<file path="src/rtl/uart_tx.sv">
// uart_tx: FIFO-buffered 8N1 UART transmitter driving the io_tx line.
// Ports: clk, reset_n (sync, active-low), tx_data/tx_valid/tx_ready
// push handshake, io_tx serial out (idle high, registered), busy,
// fifo_count (bytes queued, excluding the byte in the shifter).
module uart_tx #(
  parameter int CLK_FREQ_HZ = 50_000_000,
  parameter int BAUD_RATE   = 115_200,
  parameter int FIFO_DEPTH  = 8
) (
  input  logic                              clk,
  input  logic                              reset_n,
  input  logic [7:0]                        tx_data,
  input  logic                              tx_valid,
  output logic                              tx_ready,
  output logic                              io_tx,
  output logic                              busy,
  output logic [$clog2(FIFO_DEPTH+1)-1:0]   fifo_count
);

  localparam int CLKS_PER_BIT = CLK_FREQ_HZ / BAUD_RATE;
  localparam int BAUD_W = $clog2(CLKS_PER_BIT);
  localparam int PTR_W  = $clog2(FIFO_DEPTH);
  localparam int CNT_W  = $clog2(FIFO_DEPTH + 1);

  localparam logic [BAUD_W-1:0] BAUD_LAST = BAUD_W'(CLKS_PER_BIT - 1);
  localparam logic [CNT_W-1:0]  CNT_FULL  = CNT_W'(FIFO_DEPTH);

  typedef enum logic [1:0] {
    IDLE,
    START,
    DATA,
    STOP
  } state_e;

  state_e            state_q, state_d;
  logic [BAUD_W-1:0] baud_q, baud_d;
  logic [2:0]        bit_q, bit_d;
  logic [7:0]        shift_q, shift_d;
  logic              io_tx_q, io_tx_d;

  logic [7:0]        mem_q [FIFO_DEPTH];
  logic [PTR_W-1:0]  wr_ptr_q, rd_ptr_q;
  logic [CNT_W-1:0]  count_q, count_d;

  logic full;
  logic empty;
  logic push;
  logic pop;
  logic bit_end;

  assign full    = (count_q == CNT_FULL);
  assign empty   = (count_q == '0);
  assign push    = tx_valid && !full;
  assign bit_end = (baud_q == BAUD_LAST);

  always_comb begin
    state_d = state_q;
    baud_d  = baud_q;
    bit_d   = bit_q;
    shift_d = shift_q;
    pop     = 1'b0;
    unique case (state_q)
      IDLE: begin
        if (!empty) begin
          pop     = 1'b1;
          shift_d = mem_q[rd_ptr_q];
          baud_d  = '0;
          bit_d   = '0;
          state_d = START;
        end
      end
      START: begin
        if (bit_end) begin
          baud_d  = '0;
          state_d = DATA;
        end else begin
          baud_d = baud_q + 1'b1;
        end
      end
      DATA: begin
        if (bit_end) begin
          baud_d  = '0;
          shift_d = shift_q >> 1;
          bit_d   = bit_q + 1'b1;
          if (bit_q == 3'd7) begin
            state_d = STOP;
          end
        end else begin
          baud_d = baud_q + 1'b1;
        end
      end
      STOP: begin
        if (bit_end) begin
          baud_d = '0;
          // Chain straight into the next start bit when data is queued.
          if (!empty) begin
            pop     = 1'b1;
            shift_d = mem_q[rd_ptr_q];
            bit_d   = '0;
            state_d = START;
          end else begin
            state_d = IDLE;
          end
        end else begin
          baud_d = baud_q + 1'b1;
        end
      end
      default: state_d = IDLE;
    endcase
  end

  // Line level follows the next state so io_tx changes on the same
  // edge as the state transition while still coming from a flop.
  always_comb begin
    io_tx_d = 1'b1;
    unique case (state_d)
      START:   io_tx_d = 1'b0;
      DATA:    io_tx_d = shift_d[0];
      default: io_tx_d = 1'b1;
    endcase
  end

  always_comb begin
    count_d = count_q;
    unique case ({push, pop})
      2'b10:   count_d = count_q + 1'b1;
      2'b01:   count_d = count_q - 1'b1;
      default: count_d = count_q;
    endcase
  end

  always_ff @(posedge clk) begin
    if (!reset_n) begin
      state_q  <= IDLE;
      baud_q   <= '0;
      bit_q    <= '0;
      shift_q  <= '0;
      io_tx_q  <= 1'b1;
      wr_ptr_q <= '0;
      rd_ptr_q <= '0;
      count_q  <= '0;
    end else begin
      state_q <= state_d;
      baud_q  <= baud_d;
      bit_q   <= bit_d;
      shift_q <= shift_d;
      io_tx_q <= io_tx_d;
      count_q <= count_d;
      if (push) begin
        wr_ptr_q <= wr_ptr_q + 1'b1;
      end
      if (pop) begin
        rd_ptr_q <= rd_ptr_q + 1'b1;
      end
    end
  end

  always_ff @(posedge clk) begin
    if (reset_n && push) begin
      mem_q[wr_ptr_q] <= tx_data;
    end
  end

  assign tx_ready   = !full;
  assign io_tx      = io_tx_q;
  assign busy       = !empty || (state_q != IDLE);
  assign fifo_count = count_q;

endmodule

</file>
<file path="config.mk">
export PLATFORM = sky130hd
export DESIGN_NAME = uart_tx
export DESIGN_NICKNAME = d
export VERILOG_FILES = /design/src/rtl/uart_tx.sv
export SDC_FILE = /design/constraint.sdc
export NUM_CORES = 1
export LEC_CHECK = 0
export BUFFER_PORTS_ARGS = -buffer_cell sky130_fd_sc_hd__buf_2
export CAP_MARGIN = 20
export CORE_MARGIN = 5
export CORE_UTILIZATION = 25
export DETAILED_ROUTE_END_ITERATION = 6
export GPL_TIMING_DRIVEN = 0
export MAX_ROUTING_LAYER = met4
export PLACE_DENSITY = 0.43
export SLEW_MARGIN = 20
export SYNTH_ARGS = -nofsm -noshare
export SYNTH_HDL_FRONTEND = slang
export SYNTH_SLANG_ARGS = --single-unit
</file>
<file path="constraint.sdc">
create_clock -name clk -period 4.1 [get_ports clk]
set_clock_uncertainty 0.15 [all_clocks]
set_input_delay 0.41 -clock clk [delete_from_list [all_inputs] [get_ports clk]]
set_output_delay 0.41 -clock clk [all_outputs]
set_load 0.03 [all_outputs]
</file>
==> results.md <==
- Run status: completed
- Htree depth: 3
- CTS root buffer: sky130_fd_sc_hd__clkbuf_16
- Syn_area_per_cell: approximately 13 µm²
- Avg Vias per Cell: 4.635
- I/O pin count: 18
- Cell with the most instances after synthesis: sky130_fd_sc_hd__edfxtp_1
- Largest voltage drop on the vdd net: around 0.00028 V
- Number of buffers inserted for hold repair after clock tree synthesis: 0
- Final worst-path cycle share: 0.7757
- Register clock-pin slew on the reported worst setup and hold paths: 0.07 ns
- Starting density of the core: 0.2540
- Worst Hold Slack: 0.1752 ns
- Signed area change from the synthesized netlist to the final layout: 16.55%
- Critical Path Stages: 10
- LEAKAGE: 1.762 nW
- Number of setup buffers added after CTS: 0
- Max-cap viol count: 0
- Maximum count of clock buffers along a single path: 2
- Slew Viols, Final: 0
- Count of unresolved DRC violations after routing: 0
- Std-Cell Rows: between 40 and 50
- Number of distinct library cells after synthesis: 62
- Clock latency reported for the late side of the worst-skew pair: between 0.3 and 0.4 ns
- Unrepaired setup endpoints after global routing: no
- Worst setup path endpoint: fifo_count[2]
- Global-route wire length before repair: 15.28 mm
- Critical path buffers and inverters: 1
- Number of I/O port buffers: 16
- Count of filler cells inserted in the layout: 1782
- Final setup vio count: 0
- Pin count of the biggest net entering global routing: 20
- Vias in the first global route: between 2000 and 3000
- Reg2Reg Launch Point: fifo_count[1]
- Portion of the post-synthesis area used by sequential elements: 0.6015
- Leading post-synthesis cells by cell area: sky130_fd_sc_hd__edfxtp_1 (44%), sky130_fd_sc_hd__dfxtp_1 (16%), sky130_fd_sc_hd__mux4_2 (7.7%), sky130_fd_sc_hd__ha_1 (4.3%), sky130_fd_sc_hd__mux2i_1 (2.5%)
- Die width: between 100 and 150 µm
- Chain of cells forming the critical path: buf_2 > nor4_2 > nor3_1 > ha_1 > xor2_1 > ha_1 > a21oi_1 > xor2_1 > or3_1 > a21oi_1
- Worst hold path type: primary input to register
- Number of antenna violations at the first check in global routing: 0
- Setup total negative slack: 0 ns
- GP Congestion: 0.7579
- Slew at the pin with the worst max-slew slack: 0.9893 ns
- Critical path startpoint category: register
- Slack of the worst reg-to-reg path: 0.92 ns
- DIE HEIGHT: 142.6 µm
- Count of inserted antenna diode cells: 0
- Post-synthesis instance total: around 330
- Number of nets with antenna violations after detailed routing: 0
- Final-report hold violation count: 0
- Signal arrival time at the worst endpoint: 3.31 ns
- Overflow after GRT: 0
- Prevailing post-synth register cell: sky130_fd_sc_hd__edfxtp_1
- Largest fanout of any net on the critical path: 9
- Area of the core region: 17300 µm²
- Post-layout net count: between 300 and 400
- Die Footprint: 20320 µm²
- Crit path required time: 4.23 ns
- Async set-reset flop share out of synthesis: 0
- R2R depth: 10
- Syn Nets: 355
- HPWL Detailed: 6.669 mm
- Top cells by instance count after synthesis: sky130_fd_sc_hd__edfxtp_1 (64), sky130_fd_sc_hd__dfxtp_1 (36), sky130_fd_sc_hd__nor2_1 (27), sky130_fd_sc_hd__nand2_1 (22), sky130_fd_sc_hd__o21ai_0 (17)
- Top achievable clock speed: 314.4 MHz
- Shortest period the worst path allows: 3.180 ns
- Number of warnings issued by yosys: 0
- Post-synth design cell area: 4393 µm²
- Number of sinks handled by clock tree synthesis: 100
- Path type of the worst setup path: register to register
- EDFF count, synth: 64
- Worst r2r dst: fifo_count[2]
- Synth top area share: 0.4375
- Fraction of final layout cells with drive strength greater than 1: 0.2234
- Total global-route track usage: 0.1024
- Post-cts repair resize count: 0
- Clock tree from TritonCTS: yes
- CTS Buf Count: 9
- Slew margin rel.: 0.3350
- DR iter-0 viols: 197
- Mean routed wirelength per cell: 15.93 µm
- Total wirelength of the detailed-routed design: 9.433 mm
- CP top delay family: simple AND/OR/NAND/NOR gates
- CP startpoint: fifo_count[1]
- Register bit total from synthesis: 100
- Total via count after detailed routing: 2744
- Cell type with the highest aggregate area in the netlist: sky130_fd_sc_hd__edfxtp_1
- Delay of the slowest critical-path stage: 0.86 ns
- Power Density: 567.5 nW/µm²
- Drt first pass iters: 4
- Worst setup EP type: register
- Library cell contributing the largest single delay on the critical path: sky130_fd_sc_hd__nor4_2
## flip-flops by register name, indices dropped and copies added (netlist names), named ones only
register    flops
rd_ptr_q        3
fifo_count      4
baud_q          9
bit_q           3
mem_q          64
state_q         2
io_tx           1
wr_ptr_q        3
shift_q         8
## metal layers
metal  part of all wire  global-route usage  vias to the layer above
li1                   -                   -                     1333
met1               0.47              0.1282                     1364
met2               0.48              0.1605                       35
met3              0.032             0.02655                       12
met4              0.017             0.03652                        0
met5                  0                   -                        -
## area by class of cell
class	count	area (µm²)	area share
plain buffers	11	55.05	0.01075
clock inverters	7	65.06	0.01271
flip-flops and latches	100	2643	0.5161
repair buffers	22	122.6	0.02395
clock buffers	9	225.2	0.04399
multi-input cells	210	1698	0.3316
well taps	225	281.5	0.05499
inverters	8	30.03	0.005865
## cells in the final DEF (no fill, tap or decap), types with 2 or more instances in the layout
cell type and count:
sky130_fd_sc_hd__a21oi_1 15, sky130_fd_sc_hd__a22o_1 5, sky130_fd_sc_hd__a22oi_1 2, sky130_fd_sc_hd__a31oi_1 3, sky130_fd_sc_hd__and2_1 2, sky130_fd_sc_hd__and3_1 2
sky130_fd_sc_hd__and3_2 2, sky130_fd_sc_hd__buf_2 22, sky130_fd_sc_hd__buf_4 7, sky130_fd_sc_hd__clkbuf_1 3, sky130_fd_sc_hd__clkbuf_16 9, sky130_fd_sc_hd__clkinv_1 2
sky130_fd_sc_hd__dfxtp_1 36, sky130_fd_sc_hd__edfxtp_1 64, sky130_fd_sc_hd__ha_1 15, sky130_fd_sc_hd__inv_1 6, sky130_fd_sc_hd__inv_8 4, sky130_fd_sc_hd__mux2i_1 11
sky130_fd_sc_hd__mux4_2 15, sky130_fd_sc_hd__nand2_1 22, sky130_fd_sc_hd__nand3_1 6, sky130_fd_sc_hd__nand3b_1 2, sky130_fd_sc_hd__nor2_1 27, sky130_fd_sc_hd__nor3_1 6
sky130_fd_sc_hd__nor3_2 7, sky130_fd_sc_hd__nor3b_1 2, sky130_fd_sc_hd__nor4_2 3, sky130_fd_sc_hd__o21ai_0 17, sky130_fd_sc_hd__o22ai_1 2, sky130_fd_sc_hd__o31ai_1 2
sky130_fd_sc_hd__or3_1 4, sky130_fd_sc_hd__or3b_2 3, sky130_fd_sc_hd__xnor2_1 3, sky130_fd_sc_hd__xor2_1 5
## worst min-delay path by stage
stage               startpoint     endpoint  slack (ns)  depth (start not counted)
floorplan           shift_q[1]   shift_q[1]        0.29                          1
global placement    shift_q[6]   shift_q[6]        0.32                          1
detailed placement  shift_q[7]   shift_q[7]        0.32                          2
CTS                 tx_data[6]  mem_q[7][6]        0.16                          1
global route        tx_data[6]  mem_q[7][6]        0.16                          1
finish              tx_data[4]  mem_q[4][4]        0.18                          1
## logic make-up (layout without fill, tap and decap cells)
logic type                 after synthesis  count (layout)  synth area share
AOI/OAI and AO/OA                       63              63           0.09627
xor gates and xnor gates                 8               8           0.01595
adders and majority gates               15              15           0.04272
buffers and inverters                   19              57           0.01936
DFF                                    100             100            0.6015
muxes                                   26              26            0.1020
and+or+nand+nor                         98              98            0.1222
## power by group
part	leakage [nW]	switching, mW	internal, mW	total [mW]
Clock	0.141	0.404	0.428	0.832
Sequential	0.871	0.0685	1.16	1.23
Combinational	0.751	0.503	0.338	0.841
Total	1.76	0.976	1.93	2.91
## through the flow
step                setup slack, ns  std cells  power, mW    util  instance area (µm²)
floorplan                     1.293        329      1.875       -                 4393
global placement             0.7029        570      2.091  0.2749                 4755
detailed placement           0.9327        576      2.108  0.2792                 4830
CTS                          0.9052        592      2.955  0.2960                 5120
global route                 0.6252        592      3.101  0.2960                 5120
finish                       0.9197        592      2.906  0.2960                 5120
Note: power is estimated with default switching activity, not from simulation.
